[src/rtl/uart_rx_word.sv]
// uart_rx_word: 8N1 UART receiver that packs four consecutive good bytes into a
// 32-bit little-endian word and offers it on a single-entry valid/ready buffer.
//
// Ports:
//   clk    in   system clock, rising edge
//   rst    in   synchronous active-high reset
//   rxd    in   asynchronous serial input, idles high
//   rdata  out  assembled word, stable while valid
//   valid  out  rdata holds an unconsumed word
//   ready  in   consumer accepts the word (transfer on valid && ready)
//   ferr   out  one-cycle pulse: stop bit sampled low
//   ovr    out  one-cycle pulse: completed word dropped, buffer full
module uart_rx_word #(
  parameter int unsigned CLK_PER_BIT = 868
) (
  input  logic        clk,
  input  logic        rst,
  input  logic        rxd,
  output logic [31:0] rdata,
  output logic        valid,
  input  logic        ready,
  output logic        ferr,
  output logic        ovr
);

  localparam int unsigned CntW = $clog2(CLK_PER_BIT);
  localparam logic [CntW-1:0] CntFull = CntW'(CLK_PER_BIT - 1);
  localparam logic [CntW-1:0] CntHalf = CntW'(CLK_PER_BIT / 2 - 1);

  typedef enum logic [1:0] {StIdle, StStart, StData, StStop} state_e;

  state_e          state_q, state_d;
  logic            rx_meta_q, rxs_q;
  logic [CntW-1:0] cnt_q, cnt_d;
  logic [2:0]      bit_idx_q, bit_idx_d;
  logic [1:0]      byte_cnt_q, byte_cnt_d;
  logic [7:0]      shift_q, shift_d;
  logic [23:0]     lanes_q, lanes_d;  // byte lanes 0..2; lane 3 comes straight from shift_q
  logic            armed_q, armed_d;  // line seen high since the last framing error
  logic [31:0]     rdata_q, rdata_d;
  logic            valid_q, valid_d;
  logic            ferr_q, ferr_d;
  logic            ovr_q, ovr_d;
  logic            cnt_zero;
  logic            word_done;

  assign cnt_zero = (cnt_q == '0);

  always_comb begin
    state_d    = state_q;
    cnt_d      = cnt_q;
    bit_idx_d  = bit_idx_q;
    byte_cnt_d = byte_cnt_q;
    shift_d    = shift_q;
    lanes_d    = lanes_q;
    armed_d    = armed_q;
    rdata_d    = rdata_q;
    valid_d    = valid_q;
    ferr_d     = 1'b0;
    ovr_d      = 1'b0;
    word_done  = 1'b0;

    case (state_q)
      StIdle: begin
        if (rxs_q) begin
          armed_d = 1'b1;
        end else if (armed_q) begin
          state_d = StStart;
          cnt_d   = CntHalf;
        end
      end
      StStart: begin
        if (!cnt_zero) begin
          cnt_d = cnt_q - CntW'(1);
        end else if (rxs_q) begin
          state_d = StIdle;  // start bit did not hold to mid-bit: glitch
        end else begin
          state_d   = StData;
          cnt_d     = CntFull;
          bit_idx_d = 3'd0;
        end
      end
      StData: begin
        if (!cnt_zero) begin
          cnt_d = cnt_q - CntW'(1);
        end else begin
          shift_d[bit_idx_q] = rxs_q;
          cnt_d              = CntFull;
          if (bit_idx_q == 3'd7) begin
            state_d = StStop;
          end else begin
            bit_idx_d = bit_idx_q + 3'd1;
          end
        end
      end
      StStop: begin
        if (!cnt_zero) begin
          cnt_d = cnt_q - CntW'(1);
        end else begin
          state_d = StIdle;
          if (rxs_q) begin
            byte_cnt_d = byte_cnt_q + 2'd1;
            case (byte_cnt_q)
              2'd0:    lanes_d[7:0]   = shift_q;
              2'd1:    lanes_d[15:8]  = shift_q;
              2'd2:    lanes_d[23:16] = shift_q;
              default: word_done      = 1'b1;
            endcase
          end else begin
            // Drop the byte, restart word alignment, and wait for the line to
            // return high so a held-low line cannot retrigger a start.
            ferr_d     = 1'b1;
            byte_cnt_d = 2'd0;
            armed_d    = 1'b0;
          end
        end
      end
      default: state_d = StIdle;
    endcase

    if (valid_q && ready) begin
      valid_d = 1'b0;
    end
    if (word_done) begin
      // A consumer taking the old word this cycle frees the slot for the new one.
      if (!valid_q || ready) begin
        valid_d = 1'b1;
        rdata_d = {shift_q, lanes_q};
      end else begin
        ovr_d = 1'b1;
      end
    end
  end

  always_ff @(posedge clk) begin
    if (rst) begin
      rx_meta_q  <= 1'b1;
      rxs_q      <= 1'b1;
      state_q    <= StIdle;
      cnt_q      <= '0;
      bit_idx_q  <= 3'd0;
      byte_cnt_q <= 2'd0;
      shift_q    <= 8'd0;
      lanes_q    <= 24'd0;
      armed_q    <= 1'b1;
      rdata_q    <= 32'd0;
      valid_q    <= 1'b0;
      ferr_q     <= 1'b0;
      ovr_q      <= 1'b0;
    end else begin
      rx_meta_q  <= rxd;
      rxs_q      <= rx_meta_q;
      state_q    <= state_d;
      cnt_q      <= cnt_d;
      bit_idx_q  <= bit_idx_d;
      byte_cnt_q <= byte_cnt_d;
      shift_q    <= shift_d;
      lanes_q    <= lanes_d;
      armed_q    <= armed_d;
      rdata_q    <= rdata_d;
      valid_q    <= valid_d;
      ferr_q     <= ferr_d;
      ovr_q      <= ovr_d;
    end
  end

  assign rdata = rdata_q;
  assign valid = valid_q;
  assign ferr  = ferr_q;
  assign ovr   = ovr_q;

endmodule

[config.mk]
export PLATFORM = sky130hd
export DESIGN_NAME = uart_rx_word
export DESIGN_NICKNAME = d
export VERILOG_FILES = /design/src/rtl/uart_rx_word.sv
export SDC_FILE = /design/constraint.sdc
export NUM_CORES = 1
export LEC_CHECK = 0
export ABC_AREA = 1
export ABC_CLOCK_PERIOD_IN_PS = 3290
export BUFFER_PORTS_ARGS = -buffer_cell sky130_fd_sc_hd__buf_2
export CORE_MARGIN = 5
export CORE_UTILIZATION = 61
export DETAILED_ROUTE_END_ITERATION = 16
export MAX_ROUTING_LAYER = met4
export PLACE_DENSITY = 0.83
export RECOVER_POWER = 50
export SETUP_SLACK_MARGIN = 0.05
export SYNTH_ARGS = -nofsm -noshare
export SYNTH_HDL_FRONTEND = slang
export SYNTH_SLANG_ARGS = --single-unit
[constraint.sdc]
create_clock -name clk -period 3.29 [get_ports clk]
set_input_delay 0.658 -clock clk [delete_from_list [all_inputs] [get_ports clk]]
set_output_delay 0.658 -clock clk [all_outputs]
set_load 0.005 [all_outputs]
==> flow_summary.json, run 1 <==
{
  "synth_cell_type_count": 29,
  "crit_fanout": 65,
  "hold_viol": 0,
  "gr-total-overflow": 0,
  "track_usage": 0.212,
  "syn2layout_area_growth_pct": 7.51,
  "tightest_slew_ps": 1720,
  "arrival_ps": 2800,
  "fin_ws_ps": 774,
  "yosysWarningCount": 0,
  "routedWlPerCell_um": 13.1,
  "die_area_um2": 8150,
  "ys_ff_latch": 87,
  "cts-root-buf": "clkbuf_8",
  "drt_iter0_markers": 288,
  "fin_crit_ps": 2520,
  "cts_buffers": 9,
  "slew-limit-headroom": -0.146,
  "layout-drive-gt1-share": 0.0959,
  "grt_antenna_before_repair": 0,
  "drv_slew": 66,
  "status": "finished with violations",
  "cts_resized": 0,
  "io_buffers": 38,
  "grt_start_max_net_pins": 66,
  "grt_pass1_wl_um": 14000,
  "syn-cell-area_um2": 3930,
  "crit_family": "buffers and inverters",
  "fmax_mhz": 397,
  "die_h_um": 90.3,
  "clkTransAtPathRegs_ps": 90,
  "max_stage_delay_ps": 1320,
  "final_cell_mix": "nand2_1 (107), dfxtp_1 (87), inv_1 (74)",
  "gp_congestion": 0.913,
  "dp_hpwl_um": 5830,
  "die_x_um": 90.3,
  "avgSynthCellArea_um2": 7.79,
  "n_antenna_cell": 0,
  "setup_viol": 0,
  "leakage_nw": 1.92,
  "cp_cell_sequence": "clkbuf_1, inv_1, clkbuf_1, nand2_1, nor2_1",
  "hp-class": "reg2reg",
  "dpl_cell_area_um2": 4090,
  "cts_tree": "done",
  "post-route-period-util": 0.765,
  "finalClockSkew_ps": 11.2,
  "clkSinkCount": 87,
  "coreArea_um2": 6310,
  "ys_seq_area_frac": 0.443,
  "num_rows": 29,
  "hold_buffers": 0,
  "ios": 39,
  "powerDensity_nw_per_um2": 611,
  "clock_latency_ps": 360,
  "vias": 3262,
  "worstSetupPathType": "in2reg",
  "crit_slowest_cell": "inv_1",
  "layout.nets": 552,
  "syn_nets": 520,
  "fin_hold_ws_ps": 423,
  "rsz0062_at_grt": "false",
  "cp.required_ps": 3580,
  "vdd_drop_max_mv": 0.323,
  "syn_inst": 505,
  "detail-route-antenna-nets": 0,
  "cp-end-kind": "flop",
  "crit_path_frequent_cell": "clkbuf_1",
  "htreeDepth": 3,
  "final_common_cell": "nand2_1",
  "dr.pass1.iters": 4,
  "startpoint_type": "primary input",
  "drc": 0,
  "vias_per_cell": 5.27,
  "clk_path_buf_depth": 2,
  "final.setup.tns_ps": 0,
  "first_global_vias": 2932,
  "utilization": 0.670,
  "maxCapViolCount": 1,
  "start_util": 0.623,
  "post_cts_buffers": 0,
  "worst-path-buf-inv": 3,
  "wirelength_um": 8130,
  "violations": "max-capacitance violations, max-slew violations",
  "post-place-ws_ps": 1070,
  "final_area_um2": 4230
}
## final cells by class
cell class | count | area (um^2)
multi-input cells | 322 | 1720
repair buffers | 41 | 181
well taps | 77 | 96.3
clock inverters | 5 | 63.8
flip-flops and latches | 87 | 1740
fillers | 577 | 2090
inverters | 76 | 285
clock buffers | 11 | 141
## per-layer routing
metal  vias up  routed length, um  track usage
li1       1691                  -            -
met1      1492               3930        0.294
met2        69               3740        0.316
met3        10                373       0.0475
met4         0                 86       0.0533
met5         -                  0            -
## registers in the layout (all words and copies together) (netlist names), named ones only
register / count
rdata: 32
lanes_q: 24
cnt_q: 10
shift_q: 8
bit_idx_q: 3
byte_cnt_q: 2
armed_q: 1
ferr: 1
ovr: 1
rx_meta_q: 1
rxs_q: 1
state_q: 1
valid: 1
## path summary, 6_finish.rpt
path	start	endpoint	slack, ps	cells after the start
max	rst	shift_q[1]	770	5
min	rx_meta_q	rxs_q	420	1
max reg2reg	cnt_q[0]	rdata[24]	860	7
min reg2reg	rx_meta_q	rxs_q	420	1
## Yosys cell counts, drive strengths merged
master,n,share of area
a21oi,47,0.060
a31oi,3,0.0048
buf,12,0.030
clkbuf,8,0.0076
dfxtp,87,0.44
ha,11,0.035
inv,76,0.073
nand2,110,0.11
nand3,21,0.033
nand4,7,0.015
nor2,48,0.060
nor3,3,0.0038
nor3b,2,0.0038
nor4,1,0.0016
o211a,24,0.061
o21ai,41,0.054
or2,2,0.0032
xor2,2,0.0045
## per-stage QoR
| stage | total power [W] | cells |
|---|---|---|
| 2_1_floorplan | 0.00175 | 505 |
| 3_3_place_gp | 0.00188 | 603 |
| 5_1_grt | 0.00274 | 619 |
| 6_report | 0.00258 | 619 |
| 4_1_cts | 0.00265 | 619 |
| 3_5_place_dp | 0.00189 | 603 |
## kinds of logic after synthesis
| family | after synthesis | synth area share |
|---|---|---|
| adders and majority gates | 11 | 0.0350 |
| and+or+nand+nor | 194 | 0.228 |
| xor gates and xnor gates | 2 | 0.00446 |
| AOI/OAI and AO/OA | 115 | 0.180 |
| buffers and inverters | 96 | 0.110 |
| DFF | 87 | 0.443 |
## power breakdown
group          total [W]  switching (W)  internal, W
clock           0.000773       0.000394     0.000379
combinational   0.000667       0.000472     0.000194
sequential       0.00115      0.0000480      0.00110
total            0.00258       0.000914      0.00167
## worst register-to-register path, cell delays in order, from the launching register on
cell	delay (ps)
dfxtp_1	330
inv_1	80
ha_1	240
nand2_2	80
nor2_1	410
nand4_4	620
buf_4	440
a21oi_1	160
Note: power is estimated with default switching activity, not from simulation.
==> inputs of run 2 (changes only) <==
--- a/config.mk
+++ b/config.mk
@@ -6,13 +6,13 @@
 export NUM_CORES = 1
 export LEC_CHECK = 0
 export ABC_AREA = 1
-export ABC_CLOCK_PERIOD_IN_PS = 3290
+export ABC_CLOCK_PERIOD_IN_PS = 2200
 export BUFFER_PORTS_ARGS = -buffer_cell sky130_fd_sc_hd__buf_2
 export CORE_MARGIN = 5
-export CORE_UTILIZATION = 61
+export CORE_UTILIZATION = 53
 export DETAILED_ROUTE_END_ITERATION = 16
 export MAX_ROUTING_LAYER = met4
-export PLACE_DENSITY = 0.83
+export PLACE_DENSITY = 0.77
 export RECOVER_POWER = 50
 export SETUP_SLACK_MARGIN = 0.05
 export SYNTH_ARGS = -nofsm -noshare
==> constraint.sdc (replaced) <==
create_clock -name clk -period 2.2 [get_ports clk]
set_input_delay 0.44 -clock clk [delete_from_list [all_inputs] [get_ports clk]]
set_output_delay 0.44 -clock clk [all_outputs]
set_load 0.005 [all_outputs]
==> run 2 against run 1 <==
Against the previous run:
- wire length decreased by 1.9%
- combinational power increased by 65%
- core utilization decreased by 7.3 points
- clock skew increased by 1.7 ps
- first-iteration DRC count decreased by 51%
- largest cell class is now multi-input gates
- the flow now finishes without violations
==> flow_summary.json, run 2 (same netlist as run 1, synthesis figures left out) <==
{
  "arrival_ps": 2160,
  "maxCapViolCount": 0,
  "drc": 0,
  "crit_path_frequent_cell": "inv_1",
  "clkSinkCount": 87,
  "worstSetupPathType": "reg2reg",
  "startpoint_type": "flop",
  "grt_start_max_net_pins": 61,
  "status": "complete, no violations",
  "vdd_drop_max_mv": 0.706,
  "dp_hpwl_um": 5670,
  "cts-root-buf": "clkbuf_8",
  "grt_pass1_wl_um": 13400,
  "io_buffers": 38,
  "cts_tree": "done",
  "hold_path_end": "rx_meta_q",
  "syn2layout_area_growth_pct": 9.99,
  "fin_ws_ps": 328,
  "worst-path-buf-inv": 2,
  "wirelength_um": 7970,
  "crit_fanout": 7,
  "clk_path_buf_depth": 2,
  "coreArea_um2": 7250,
  "dr.pass1.iters": 4,
  "routedWlPerCell_um": 12.4,
  "max_stage_delay_ps": 330,
  "p_int_w": 0.00253,
  "swShare": 0.366,
  "cts_resized": 0,
  "slew-limit-headroom": 0.515,
  "leakage_nw": 1.92,
  "crit_family": "simple AND/OR/NAND/NOR gates",
  "gr-total-overflow": 0,
  "final.setup.tns_ps": 0,
  "vias_per_cell": 5.11,
  "drt_iter0_markers": 140,
  "tightest_slew_ps": 728,
  "first_global_vias": 2950,
  "crit_slowest_cell": "dfxtp_1",
  "detail-route-antenna-nets": 0,
  "htreeDepth": 3,
  "cp.required_ps": 2490,
  "n_antenna_cell": 0,
  "hold_viol": 0,
  "finalClockSkew_ps": 12.9,
  "comb_power_share": 0.276,
  "grt_antenna_before_repair": 0,
  "post-place-ws_ps": 410,
  "post_cts_buffers": 0,
  "cp.depth": 8,
  "clock_latency_ps": 360,
  "cts_buffers": 9,
  "track_usage": 0.189,
  "gp_congestion": 0.873,
  "ff2ff_path_depth": 8,
  "fmax_mhz": 534,
  "cp_cell_sequence": "inv_1, ha_1, nand3_1, nor2_4, nand2_1, nor2_1, inv_1, a21oi_1",
  "die_x_um": 96.1,
  "clkTransAtPathRegs_ps": 90,
  "min_path_cells": 2,
  "min_from": "rxd",
  "r2r_slack_ps": 330,
  "hold_buffers": 0,
  "cp-end-kind": "flop",
  "die_h_um": 96.1,
  "drv_slew": 0,
  "fin_crit_ps": 1870,
  "largest_reg_flops": 32,
  "ios": 39,
  "vias": 3289,
  "hp-class": "in2reg",
  "start_util": 0.542,
  "setup_viol": 0,
  "final_common_cell": "nand2_1",
  "r2r_end": "bit_idx_q[1]",
  "switchingPower_w": 0.00146,
  "powerDensity_nw_per_um2": 921,
  "num_rows": 31,
  "layout.nets": 555,
  "final_cell_mix": "nand2_1 (108), dfxtp_1 (87), inv_1 (74)",
  "die_area_um2": 9240,
  "power_frac_seq": 0.429,
  "post-route-period-util": 0.851,
  "r2r_start": "cnt_q[0]",
  "layout-drive-gt1-share": 0.0991,
  "rsz0062_at_grt": "false",
  "pwr-share-clk": 0.295
}
==> run 2: cell types whose count changed in the layout (fill, tap and decap cells not counted), sizes merged <==
cell,change
clkbuf,+2
inv,+2
buf,-1
==> run 2: worst max-delay path by stage <==
stage / startpoint / to / slack, ps
after floorplan: cnt_q[0] / lanes_q[13] / 670
after detailed placement: state_q[0] / state_q[0] / 410
after global placement: cnt_q[0] / rdata[1] / 460
final: cnt_q[0] / bit_idx_q[1] / 330
after global routing: state_q[0] / state_q[0] / 130
after CTS: state_q[0] / state_q[0] / 390
==> run 2: cell type report <==
| class | count | area (um^2) |
|---|---|---|
| fill | 695 | 2930 |
| multi-input combinational | 322 | 1750 |
| sequential | 87 | 1740 |
| inverter | 76 | 285 |
| timing repair buffer | 44 | 214 |
| clock buffer | 9 | 124 |
| tap | 99 | 124 |
| clock inverter | 7 | 88.8 |
==> run 2: layer usage <==
| metal | share of wire | GRT usage |
|---|---|---|
| met1 | 0.47 | 0.242 |
| met2 | 0.46 | 0.294 |
| met3 | 0.052 | 0.0360 |
| met4 | 0.026 | 0.0746 |
| met5 | 0 | - |
==> run 2: power by group through the flow <==
stage               Sequential, W  Clock (W)  Combinational [W]
floorplan                 0.00173          0           0.000893
global placement          0.00174          0            0.00108
detailed placement        0.00174          0            0.00111
CTS                       0.00171    0.00119            0.00112
global route              0.00172    0.00125            0.00123
finish                    0.00171    0.00118            0.00110
==> run 2: stage by stage <==
stage           util  total power, W  cells  instance area, um^2  hold slack, ps
3_5_place_dp   0.573         0.00286    628                 4160             394
2_1_floorplan      -         0.00262    505                 3930             389
4_1_cts        0.602         0.00401    644                 4370             253
3_3_place_gp   0.573         0.00282    628                 4160             393
5_1_grt        0.596         0.00421    644                 4330             256
6_report       0.596         0.00398    644                 4330             260
==> inputs of run 3 (changes only) <==
--- a/config.mk
+++ b/config.mk
@@ -6,13 +6,13 @@
 export NUM_CORES = 1
 export LEC_CHECK = 0
 export ABC_AREA = 1
-export ABC_CLOCK_PERIOD_IN_PS = 2200
+export ABC_CLOCK_PERIOD_IN_PS = 1900
 export BUFFER_PORTS_ARGS = -buffer_cell sky130_fd_sc_hd__buf_2
 export CORE_MARGIN = 5
-export CORE_UTILIZATION = 53
+export CORE_UTILIZATION = 58
 export DETAILED_ROUTE_END_ITERATION = 16
 export MAX_ROUTING_LAYER = met4
-export PLACE_DENSITY = 0.77
+export PLACE_DENSITY = 0.79
 export RECOVER_POWER = 50
 export SETUP_SLACK_MARGIN = 0.05
 export SYNTH_ARGS = -nofsm -noshare
==> constraint.sdc (replaced) <==
create_clock -name clk -period 1.9 [get_ports clk]
set_input_delay 0.38 -clock clk [delete_from_list [all_inputs] [get_ports clk]]
set_output_delay 0.38 -clock clk [all_outputs]
set_load 0.005 [all_outputs]
==> run 3 against run 2 <==
Against the previous run:
- final area up 1.2%
- sequential cell count unchanged
- non-clock buffer count up 7
- critical path type unchanged
- critical endpoint is now cnt_q[7]
==> flow_summary.json, run 3 (same netlist as run 1, synthesis figures left out) <==
{
  "syn2layout_area_growth_pct": 11.3,
  "htreeDepth": 3,
  "status": "complete, no violations",
  "r2r_start": "cnt_q[0]",
  "dp_hpwl_um": 5560,
  "fin_crit_ps": 1730,
  "hold_buffers": 0,
  "crit_start": "cnt_q[0]",
  "crit_slowest_cell": "dfxtp_1",
  "finalClockSkew_ps": 12.0,
  "wirelength_um": 7950,
  "grt_pass1_wl_um": 13200,
  "rsz0062_at_grt": "false",
  "n_antenna_cell": 0,
  "gp_congestion": 0.882,
  "grt_start_max_net_pins": 42,
  "clock_latency_ps": 350,
  "detail-route-antenna-nets": 0,
  "crit_path_frequent_cell": "nand2_1",
  "drv_slew": 0,
  "largest_reg_flops": 32,
  "setup_viol": 0,
  "placed_cells": 613,
  "final.setup.tns_ps": 0,
  "drt_iter0_markers": 218,
  "slew-limit-headroom": 0.522,
  "vdd_drop_max_mv": 0.756,
  "drc": 0,
  "num_rows": 30,
  "clkTransAtPathRegs_ps": 90,
  "die_area_um2": 8530,
  "start_util": 0.589,
  "arrival_ps": 1990,
  "fmax_mhz": 577,
  "hold_viol": 0,
  "cp-end-kind": "flop",
  "crit_fanout": 8,
  "coreArea_um2": 6680,
  "max_stage_delay_ps": 330,
  "hp-class": "in2reg",
  "die_x_um": 92.3,
  "io_buffers": 38,
  "die_h_um": 92.3,
  "maxCapViolCount": 0,
  "cp.required_ps": 2150,
  "dr.pass1.iters": 5,
  "clk_path_buf_depth": 2,
  "cp_cell_sequence": "inv_1, ha_1, nand2_1, nor2_4, nand3_4, nand2_1, nand2_1, nand2_1, nor2_1",
  "ios": 39,
  "powerDensity_nw_per_um2": 1030,
  "cts-root-buf": "clkbuf_8",
  "startpoint_type": "flop",
  "post-route-period-util": 0.913,
  "clkSinkCount": 87,
  "first_global_vias": 3045,
  "tightest_slew_ps": 717,
  "instances_no_fill": 632,
  "layout.nets": 562,
  "vias": 3311,
  "leakage_nw": 1.99,
  "gr-total-overflow": 0,
  "vias_per_cell": 5.24,
  "final_cell_mix": "nand2_1 (110), dfxtp_1 (87), inv_1 (73)",
  "worstSetupPathType": "reg2reg",
  "final_common_cell": "nand2_1",
  "min_from": "rxd",
  "track_usage": 0.197,
  "cts_tree": "done",
  "grt_antenna_before_repair": 0,
  "routedWlPerCell_um": 12.6,
  "cts_buffers": 9,
  "layout-drive-gt1-share": 0.125
}
run 3: changes by cell type in the layout (fill, tap and decap cells not counted), moves of 3 or more:
cell,delta
buf_2,+9
o21ai_1,+4
o21ai_0,-3
buf_12,+3
buf_4,+3
clkbuf_1,-10
run 3: layout make-up:
type | count | area (um^2)
Clock buffer | 10 | 128
Clock inverter | 6 | 52.6
Fill cell | 589 | 2310
Inverter | 76 | 285
Multi-Input combinational cell | 322 | 1750
Sequential cell | 87 | 1740
Tap cell | 80 | 100
Timing Repair Buffer | 51 | 319
run 3: metal layers:
layer | track usage | up-vias | share of wire
met5 | - | - | 0
met4 | 0.0891 | 0 | 0.013
met3 | 0.0455 | 12 | 0.052
met2 | 0.297 | 78 | 0.46
met1 | 0.253 | 1508 | 0.47
li1 | - | 1713 | -
run 3: critical path, delay by kind of cell, from the launching register on:
kind | cells | cell delay [ps]
AND/OR/NAND/NOR | 7 | 980
flip-flops | 1 | 330
adder cells (fa/ha/maj) | 1 | 230
buffers and inverters | 1 | 70
run 3: worst paths after layout:
path | end | slack [ps] | cells after the start
max | cnt_q[7] | 170 | 9
min reg2reg | rxs_q | 430 | 1
max reg2reg | cnt_q[7] | 170 | 9
min | rx_meta_q | 210 | 2
run 3: what timing repair did:
item	4_1_cts	5_1_grt
resized for setup	0	4
buffers inserted	0	3
endpoints found under the setup margin	0	37
run 3: power by group:
part	internal (W)	switching, W	leakage, nW	total (W)
registers	0.00190	0.0000734	0.703	0.00197
clock network	0.000496	0.000689	0.0854	0.00118
logic	0.000427	0.000906	1.20	0.00133
total	0.00282	0.00167	1.99	0.00449
run 3: metrics by stage:
stage | area [um^2] | total power [W] | hold slack, ps | utilization | setup WS (ps)
floorplan | 3930 | 0.00304 | 389 | - | 367
global route | 4380 | 0.00477 | 205 | 0.655 | 29.5
CTS | 4340 | 0.00451 | 210 | 0.650 | 124
global placement | 4160 | 0.00331 | 393 | 0.623 | 175
detailed placement | 4160 | 0.00334 | 397 | 0.623 | 144
finish | 4380 | 0.00449 | 211 | 0.655 | 166
